File: src/rtl/wb_regbank_pkg.sv
// Shared types and helpers for the Wishbone register bank and its address decoder.
package wb_regbank_pkg;

   localparam int unsigned DATA_W = 32;
   localparam int unsigned ADR_W  = 30;
   localparam int unsigned SEL_W  = 4;
   localparam int unsigned CNT_W  = 4;

   // IRQ registers are counted back from the top of the bank: idx = NREGS - ofs
   localparam int unsigned IRQ_MASK_OFS = 2;
   localparam int unsigned IRQ_STAT_OFS = 1;

   typedef enum logic [1:0] {
      S_IDLE = 2'd0,
      S_WAIT = 2'd1,
      S_RESP = 2'd2
   } state_t;

   function automatic int unsigned clog2(input int unsigned n);
      int unsigned r;
      r = 0;
      for (int unsigned i = 0; i < 32; i++) begin
         if ((64'd1 << i) < 64'(n)) r = i + 1;
      end
      return r;
   endfunction

endpackage

File: src/rtl/wb_addr_decode.sv
// Combinational word-address decode: block hit and register index for a slave
// occupying NREGS words at BASE_ADDR.
module wb_addr_decode
   import wb_regbank_pkg::*;
#(
   parameter int unsigned NREGS     = 8,
   parameter logic [31:0] BASE_ADDR = 32'h0000_1000,
   parameter int unsigned IDXW      = clog2(NREGS)
) (
   input  logic [ADR_W-1:0] adr,
   output logic             hit_c,
   output logic [IDXW-1:0]  idx_c
);

   localparam int unsigned      TAGW     = ADR_W - IDXW;
   localparam logic [TAGW-1:0] BASE_TAG = BASE_ADDR[31 -: TAGW];

   always_comb begin
      idx_c = adr[IDXW-1:0];
      hit_c = (adr[ADR_W-1:IDXW] == BASE_TAG) && (32'(idx_c) < NREGS);
   end

endmodule

File: src/rtl/wb_regbank.sv
// Wishbone classic slave register bank: NREGS byte-writable registers, wait states,
// error on unmapped words. Define WB_REGBANK_IRQ_EN for the mask/status interrupt pair.
module wb_regbank
   import wb_regbank_pkg::*;
#(
   parameter int unsigned NREGS       = 8,
   parameter logic [31:0] BASE_ADDR   = 32'h0000_1000,
   parameter int unsigned WAIT_STATES = 0,
   parameter logic [31:0] RESET_VAL   = 32'h0000_0000
) (
   input  logic                  clk_i,
   input  logic                  rst_i,
   input  logic                  stb_i,
   input  logic                  we_i,
   input  logic [ADR_W-1:0]      adr_i,
   input  logic [SEL_W-1:0]      sel_i,
   input  logic [DATA_W-1:0]     dat_i,
   output logic [DATA_W-1:0]     dat_o,
   output logic                  ack_o,
   output logic                  err_o,
   output logic [NREGS*32-1:0]   regs_o
`ifdef WB_REGBANK_IRQ_EN
   ,
   input  logic [DATA_W-1:0]     evt_i,
   output logic                  irq_o
`endif
);

   localparam int unsigned      IDXW     = clog2(NREGS);
   localparam logic [CNT_W-1:0] CNT_LOAD = (WAIT_STATES > 0) ? CNT_W'(WAIT_STATES - 1) : '0;

   state_t              state_q, state_d;
   logic [CNT_W-1:0]    cnt_q, cnt_d;
   logic                we_q, hit_q;
   logic [IDXW-1:0]     idx_q;
   logic [SEL_W-1:0]    sel_q;
   logic [DATA_W-1:0]   dat_q;
   logic                hit_c;
   logic [IDXW-1:0]     idx_c;
   logic                accept_c, wr_c, ack_d, err_d;
   logic [DATA_W-1:0]   rdat_d, lane_mask_c;
   logic [DATA_W-1:0]   regs_q [NREGS];

   wb_addr_decode #(
      .NREGS     (NREGS),
      .BASE_ADDR (BASE_ADDR),
      .IDXW      (IDXW)
   ) u_dec (
      .adr   (adr_i),
      .hit_c (hit_c),
      .idx_c (idx_c)
   );

   always_ff @(posedge clk_i) begin
      if (rst_i) state_q <= S_IDLE;
      else       state_q <= state_d;
   end

   always_comb begin
      state_d = state_q;
      case (state_q)
         S_IDLE:  if (stb_i) state_d = (WAIT_STATES > 0) ? S_WAIT : S_RESP;
         S_WAIT: begin
            if (!stb_i)             state_d = S_IDLE;
            else if (cnt_q == '0)   state_d = S_RESP;
         end
         S_RESP:  state_d = S_IDLE;
         default: state_d = S_IDLE;
      endcase
   end

   // Response and commit strobes; ack/err/dat_o are registered one cycle after RESP
   always_comb begin
      accept_c = 1'b0;
      wr_c     = 1'b0;
      ack_d    = 1'b0;
      err_d    = 1'b0;
      rdat_d   = '0;
      cnt_d    = cnt_q;
      case (state_q)
         S_IDLE: begin
            accept_c = stb_i;
            cnt_d    = CNT_LOAD;
         end
         S_WAIT: cnt_d = cnt_q - CNT_W'(1);
         S_RESP: begin
            ack_d = hit_q;
            err_d = !hit_q;
            wr_c  = hit_q && we_q;
            if (hit_q && !we_q) rdat_d = regs_q[idx_q];
         end
         default: ;
      endcase
   end

   always_ff @(posedge clk_i) begin
      if (rst_i) begin
         cnt_q <= '0;
         we_q  <= 1'b0;
         hit_q <= 1'b0;
         idx_q <= '0;
         sel_q <= '0;
         dat_q <= '0;
         ack_o <= 1'b0;
         err_o <= 1'b0;
         dat_o <= '0;
      end else begin
         cnt_q <= cnt_d;
         ack_o <= ack_d;
         err_o <= err_d;
         dat_o <= rdat_d;
         if (accept_c) begin
            we_q  <= we_i;
            hit_q <= hit_c;
            idx_q <= idx_c;
            sel_q <= sel_i;
            dat_q <= dat_i;
         end
      end
   end

   always_comb begin
      for (int unsigned b = 0; b < SEL_W; b++) lane_mask_c[8*b +: 8] = {8{sel_q[b]}};
   end

`ifdef WB_REGBANK_IRQ_EN
   localparam int unsigned IRQ_MASK_IDX = NREGS - IRQ_MASK_OFS;
   localparam int unsigned IRQ_STAT_IDX = NREGS - IRQ_STAT_OFS;

   logic [DATA_W-1:0] stat_c, clr_c;

   // Status is write-one-to-clear; a new event on the same bit overrides the clear
   always_comb begin
      clr_c = '0;
      if (wr_c && (idx_q == IDXW'(IRQ_STAT_IDX))) clr_c = dat_q & lane_mask_c;
      stat_c = (regs_q[IRQ_STAT_IDX] & ~clr_c) | evt_i;
   end

   always_ff @(posedge clk_i) begin
      if (rst_i) irq_o <= 1'b0;
      else       irq_o <= |(regs_q[IRQ_STAT_IDX] & regs_q[IRQ_MASK_IDX]);
   end
`endif

   always_ff @(posedge clk_i) begin
      if (rst_i) begin
         for (int unsigned k = 0; k < NREGS; k++) regs_q[k] <= RESET_VAL;
      end else begin
         if (wr_c) regs_q[idx_q] <= (regs_q[idx_q] & ~lane_mask_c) | (dat_q & lane_mask_c);
`ifdef WB_REGBANK_IRQ_EN
         regs_q[IRQ_STAT_IDX] <= stat_c;
`endif
      end
   end

   for (genvar k = 0; k < NREGS; k++) begin : g_flat
      assign regs_o[32*k +: 32] = regs_q[k];
   end

endmodule

File: config.mk
export PLATFORM = sky130hd
export DESIGN_NAME = wb_regbank
export DESIGN_NICKNAME = d
export VERILOG_FILES = /design/src/rtl/wb_regbank_pkg.sv /design/src/rtl/wb_addr_decode.sv /design/src/rtl/wb_regbank.sv
export SDC_FILE = /design/constraint.sdc
export NUM_CORES = 1
export LEC_CHECK = 0
export ABC_AREA = 1
export ABC_CLOCK_PERIOD_IN_PS = 2000
export CORE_MARGIN = 4
export CORE_UTILIZATION = 45
export DETAILED_ROUTE_END_ITERATION = 12
export PLACE_DENSITY_LB_ADDON = 0.12
export SETUP_SLACK_MARGIN = 0.05
export SYNTH_ARGS = -nofsm -noshare
export SYNTH_HDL_FRONTEND = slang
export SYNTH_SLANG_ARGS = --single-unit
File: constraint.sdc
create_clock -name clk_i -period 2 [get_ports clk_i]
set_input_delay 0.2 -clock clk_i [delete_from_list [all_inputs] [get_ports clk_i]]
set_output_delay 0.2 -clock clk_i [all_outputs]
set_load 0.05 [all_outputs]
==> flow_metrics.env, run 1 <==
export IMPL_p_leak_nw=9.53
export IMPL_dp_cells=2434
export IMPL_die_area_um2=37300
export IMPL_worstPathArrival_ps=1740
export IMPL_place_congestion=0.837
export IMPL_cts_hold_buffers=0
export IMPL_synth_common_cells="nand2_1, a21oi_1, edfxtp_1"
export IMPL_vias=13700
export IMPL_min_path_type="input port to flop"
export IMPL_routed_wl_um=53900
export IMPL_yosysMostFrequentCell="nand2_1"
export IMPL_seq_area_um2=9280
export IMPL_synth_area_leader_cell="edfxtp_1"
export IMPL_antenna_cells=0
export IMPL_outcome="complete, no violations"
export IMPL_ant_nets=0
export IMPL_antenna_found_initial=0
export IMPL_final_cell_count_no_fill=2500
export IMPL_port_buffer_count=359
export IMPL_drt_iter0_markers=1449
export IMPL_setup_viol=0
export IMPL_n_fill_cell=2854
export IMPL_grt_pass1_vias=13100
export IMPL_hold_violations=0
export IMPL_clk_latency_ps=530
export IMPL_core_um2=33700
export IMPL_path_buf_inv=1
export IMPL_clock_fmax_mhz=516
export IMPL_crit_type="flop to output port"
export IMPL_finalCritPeriodShare=0.968
export IMPL_drt_pass1_iterations=6
export IMPL_synth_seq_cells=335
export IMPL_numCtsBuffers=36
export IMPL_synth_edf_count=256
export IMPL_via_per_inst=5.47
export IMPL_postSynthAreaPerCell_um2=9.26
export IMPL_critPathMaxStageDelay_ps=830
export IMPL_syn_nets=1735
export IMPL_final_nets=2094
export IMPL_crit_family="buffers and inverters"
export IMPL_grt_ovfl_total=0
export IMPL_initial_core_util=0.458
export IMPL_drive_above_1_share=0.0848
export IMPL_path_clk_slew_ps=60
export IMPL_io_pins=360
export IMPL_maxSlewHeadroom=0.579
export IMPL_clock_sinks=335
export IMPL_yosysWarnings=0
export IMPL_synthArstFlopShare=0
export IMPL_synth_top_area_frac=0.498
export IMPL_cts_root_buf="clkbuf_16"
export IMPL_maxCapViolCount=0
export IMPL_ys_types=23
export IMPL_cts_htree_levels=2
export IMPL_cts_tree="yes"
export IMPL_cp_slowest_cell="clkdlybuf4s50_1"
export IMPL_setup_tns_ps=0
export IMPL_multi_input_area_um2=4880
export IMPL_critPathLaunchType="flop"
export IMPL_ys_flop_type="edfxtp_1"
export IMPL_synthTopCellsByArea="edfxtp_1, dfxtp_1, nand2_1"
export IMPL_ys_seq_area_frac=0.601
export IMPL_slew_violations=0
export IMPL_rows=67
export IMPL_grt_use_total=0.281
export IMPL_synthCells=1665
export IMPL_hold_start="rst_i"
export IMPL_die_w_um=193
export IMPL_crit_path_end_kind="output port"
export IMPL_grt_pass1_wl_um=79200
export IMPL_drc_errors=0
export IMPL_worstSetupStartpoint="regs_q[7][1]"
export IMPL_grt_max_degree=129
export IMPL_path_cells="clkdlybuf4s50_1"
export IMPL_area_growth_pct=36.5
export IMPL_cts_max_path_buffers=3
export IMPL_die_y_um=193
export IMPL_wl_per_cell_um=21.6
export IMPL_cp_max_fo=2
export IMPL_cellPowerDensity_nw_per_um2=828
export IMPL_cp_required_ps=1800
export IMPL_worst_slew_pin_slew_ps=631
export IMPL_skew_ps=18.0
export IMPL_hpwl_um=36900
export IMPL_peakVddDrop_mv=0.596
export IMPL_synthesis_area_um2=15400
export IMPL_min_period_ps=1940
export IMPL_rsz0062_at_grt="false"
==> per-stage QoR <==
| step | total power, W | setup WS, ps | util | area (um2) | hold slack, ps |
|---|---|---|---|---|---|
| 2_1_floorplan | 0.00984 | 219 | - | 15400 | 269 |
| 6_report | 0.0174 | 63.3 | 0.624 | 21000 | 303 |
| 4_1_cts | 0.0175 | 50.4 | 0.619 | 20900 | 296 |
| 3_5_place_dp | 0.0109 | 39.8 | 0.589 | 19800 | 465 |
| 5_1_grt | 0.0179 | 50.6 | 0.624 | 21000 | 333 |
| 3_3_place_gp | 0.0109 | 58.7 | 0.589 | 19800 | 459 |
==> path summary, 6_finish.rpt <==
kind | end | slack (ps) | cells past startpoint
setup / recovery | regs_o[225] | 60 | 1
hold / removal | state_q[1] | 300 | 2
setup reg to reg | regs_q[2][18] | 150 | 6
hold reg to reg | err_o | 470 | 1
==> state kept, by name, indices dropped and copies added (netlist names), 3 cells and up, named ones only <==
name / flops
regs_q: 256
dat_o: 32
dat_q: 32
sel_q: 4
idx_q: 3
==> cell usage in the layout, fill, tap and decap left out, types with 3 or more instances in the layout <==
cell | Yosys | layout
nand2_1 | 402 | 392
a21oi_1 | 265 | 265
edfxtp_1 | 256 | 256
inv_1 | 200 | 199
clkdlybuf4s50_1 | 0 | 194
nand3_1 | 159 | 159
nor2_1 | 116 | 116
dlygate4sd2_1 | 0 | 99
dfxtp_1 | 79 | 76
dlymetal6s2s_1 | 0 | 65
o21ai_0 | 40 | 40
clkbuf_16 | 0 | 38
buf_4 | 8 | 28
buf_12 | 0 | 26
nand3_4 | 19 | 19
nand2_2 | 8 | 18
nand3_2 | 14 | 14
clkbuf_1 | 24 | 11
inv_2 | 8 | 8
clkinv_2 | 0 | 5
clkinv_1 | 0 | 3
clkbuf_8 | 0 | 3
==> cell type report <==
cell class,count,area share
Sequential cell,335,0.441
Multi-Input combinational cell,1030,0.232
Timing Repair Buffer,413,0.208
Clock buffer,52,0.0491
Inverter,208,0.0372
Tap cell,448,0.0266
Clock inverter,14,0.00624
==> power by group <==
part | switching (W) | leakage (nW) | internal, W | total (W)
clock network | 0.00280 | 0.573 | 0.00388 | 0.00667
registers | 0.000211 | 3.30 | 0.00771 | 0.00792
logic | 0.00198 | 5.66 | 0.000852 | 0.00283
total | 0.00499 | 9.53 | 0.0124 | 0.0174
==> routing by layer <==
layer | track usage | up-vias | share of wire
met1 | 0.386 | 6459 | 0.39
met5 | 0 | - | 0
li1 | - | 6254 | -
met3 | 0.0495 | 95 | 0.11
met4 | 0.0855 | 0 | 0.027
met2 | 0.460 | 861 | 0.48
==> kinds of logic after synthesis <==
kind of cell	synth area share
buffers and inverters	0.0843
DFF	0.601
AOI/OAI and AO/OA	0.0990
and+or+nand+nor	0.216
==> what timing repair did <==
item                                    in CTS  in global routing
setup buffers                                0                  0
resized for setup                           99                 66
endpoints found under the setup margin      99                 70
cloned                                       0                  0
pin swaps                                    0                  0
No activity file was read; power rests on OpenSTA's default activity.
==> inputs of run 2 (changes only) <==
--- a/config.mk
+++ b/config.mk
@@ -7,6 +7,7 @@
 export LEC_CHECK = 0
 export ABC_AREA = 1
 export ABC_CLOCK_PERIOD_IN_PS = 2000
+export CAP_MARGIN = 5
 export CORE_MARGIN = 4
 export CORE_UTILIZATION = 45
 export DETAILED_ROUTE_END_ITERATION = 12
==> results of run 2 <==
Same layout as run 1: the final DEF is identical, and so are final timing and power.
==> inputs of run 3 (changes only) <==
--- a/config.mk
+++ b/config.mk
@@ -11,7 +11,8 @@
 export CORE_MARGIN = 4
 export CORE_UTILIZATION = 45
 export DETAILED_ROUTE_END_ITERATION = 12
-export PLACE_DENSITY_LB_ADDON = 0.12
+export GPL_ROUTABILITY_DRIVEN = 0
+export PLACE_DENSITY_LB_ADDON = 0.3
 export SETUP_SLACK_MARGIN = 0.05
 export SYNTH_ARGS = -nofsm -noshare
 export SYNTH_HDL_FRONTEND = slang
==> flow_metrics.env, run 3 (same netlist as run 1, synthesis figures left out) <==
export IMPL_outcome="complete, no violations"
export IMPL_routed_wl_um=53700
export IMPL_dp_cells=2433
export IMPL_critPathLaunchType="flop"
export IMPL_ant_nets=0
export IMPL_rsz0062_at_grt="false"
export IMPL_grt_met1_usage=0.363
export IMPL_cp_max_fo=2
export IMPL_core_um2=33700
export IMPL_worst_slew_pin_slew_ps=601
export IMPL_cts_resized=60
export IMPL_cp_slowest_cell="clkdlybuf4s50_1"
export IMPL_path_depth=1
export IMPL_worstPathArrival_ps=1740
export IMPL_cp_required_ps=1800
export IMPL_drt_iter0_markers=1743
export IMPL_rows=67
export IMPL_grt_max_degree=47
export IMPL_cts_htree_levels=2
export IMPL_grt_pass1_vias=13600
export IMPL_maxSlewHeadroom=0.600
export IMPL_hold_violations=0
export IMPL_vias=13900
export IMPL_whs_path_depth=3
export IMPL_clk_latency_ps=520
export IMPL_grt_use_total=0.279
export IMPL_final_core_util=0.628
export IMPL_n_fill_cell=2727
export IMPL_slew_violations=0
export IMPL_p_sw_w=0.00496
export IMPL_p_leak_nw=9.36
export IMPL_cellPowerDensity_nw_per_um2=851
export IMPL_die_y_um=193
export IMPL_die_area_um2=37300
export IMPL_setup_tns_ps=0
export IMPL_io_pins=360
export IMPL_met2_usage=0.467
export IMPL_skew_ps=16.5
export IMPL_r2r_cells=7
export IMPL_port_buffer_count=359
export IMPL_cts_hold_buffers=0
export IMPL_clock_sinks=335
export IMPL_clock_fmax_mhz=516
export IMPL_min_period_ps=1940
export IMPL_setup_viol=0
export IMPL_peakVddDrop_mv=0.516
export IMPL_area_growth_pct=37.3
export IMPL_numCtsBuffers=37
export IMPL_wl_per_cell_um=21.5
export IMPL_path_cells="clkdlybuf4s50_1"
export IMPL_drt_pass1_iterations=8
export IMPL_drc_errors=0
export IMPL_reg_largest_list="regs_q: 256 flops, dat_o: 32 flops, dat_q: 32 flops"
export IMPL_cts_max_path_buffers=3
export IMPL_drive_above_1_share=0.0896
export IMPL_grt_busiest_layer="met2"
export IMPL_final_cell_count_no_fill=2502
export IMPL_path_clk_slew_ps=60
export IMPL_finalCritPeriodShare=0.969
export IMPL_place_area_um2=19800
export IMPL_crit_path_end_kind="output port"
export IMPL_grtUsageMet3=0.0528
export IMPL_crit_family="buffers and inverters"
export IMPL_crit_type="flop to output port"
export IMPL_grt_pass1_wl_um=79200
export IMPL_critPathMaxStageDelay_ps=830
export IMPL_p_seq_frac=0.439
export IMPL_grt_ovfl_total=0
export IMPL_largest_register_ffs=256
export IMPL_clockPowerShare=0.403
export IMPL_final_cell_mix="nand2_1, a21oi_1, edfxtp_1"
export IMPL_antenna_found_initial=2
export IMPL_pwr_share_comb=0.158
export IMPL_die_w_um=193
export IMPL_p_int_w=0.0131
export IMPL_final_nets=2094
export IMPL_top_register="regs_q"
export IMPL_cts_root_buf="clkbuf_16"
export IMPL_min_path_type="input port to flop"
export IMPL_postLayoutCellArea_um2=21200
export IMPL_postCtsSetupBuffers=0
export IMPL_initial_core_util=0.458
export IMPL_maxCapViolCount=0
export IMPL_path_buf_inv=1
export IMPL_via_per_inst=5.54
export IMPL_hpwl_um=36300
export IMPL_cts_tree="yes"
export IMPL_sw_frac_of_total=0.275
export IMPL_mostFrequentLayoutCell="nand2_1"
-- run 3: through the flow --
step / power [W] / setup WS [ps] / hold slack (ps)
after floorplan: 0.00984 / 219 / 269
after global placement: 0.0109 / 78.3 / 463
after detailed placement: 0.0109 / 48.5 / 470
after CTS: 0.0181 / 50.1 / 307
after global routing: 0.0186 / 50.1 / 332
final: 0.0180 / 62.4 / 316
-- run 3: worst register-to-register path: stages, from the launching register on --
cell,delay [ps]
dfxtp_4,390
buf_4,460
nand2_1,160
nand2_1,130
nand2_1,70
nand3_1,150
nand3_4,140
a21oi_1,180
-- run 3: routing by layer --
layer / wire [um] / part of all wire
met1: 20000 / 0.37
met2: 25600 / 0.48
met3: 5950 / 0.11
met4: 2130 / 0.040
met5: 0 / 0
-- run 3: path summary, 6_finish.rpt --
| path | start | end | slack, ps |
|---|---|---|---|
| max | regs_q[2][29] | regs_o[93] | 60 |
| min | dat_i[27] | dat_q[27] | 320 |
| max reg2reg | flop | regs_q[2][6] | 160 |
| min reg2reg | hit_q | err_o | 480 |
-- run 3: layout make-up --
type                       instances  area, um2  area share
sequential                       335       9280       0.438
multi-input combinational       1030       4880       0.230
timing repair buffer             412       4370       0.206
clock buffer                      45        998      0.0471
inverter                         208        783      0.0370
tap                              448        561      0.0265
clock inverter                    23        307      0.0145
antenna                            1       2.50    0.000118
-- run 3: power groups by stage --
stage | clock (W) | sequential (W) | combinational (W)
2_1_floorplan | 0 | 0.00862 | 0.00122
3_3_place_gp | 0 | 0.00806 | 0.00280
3_5_place_dp | 0 | 0.00806 | 0.00285
4_1_cts | 0.00731 | 0.00792 | 0.00284
5_1_grt | 0.00759 | 0.00794 | 0.00304
6_report | 0.00726 | 0.00792 | 0.00285
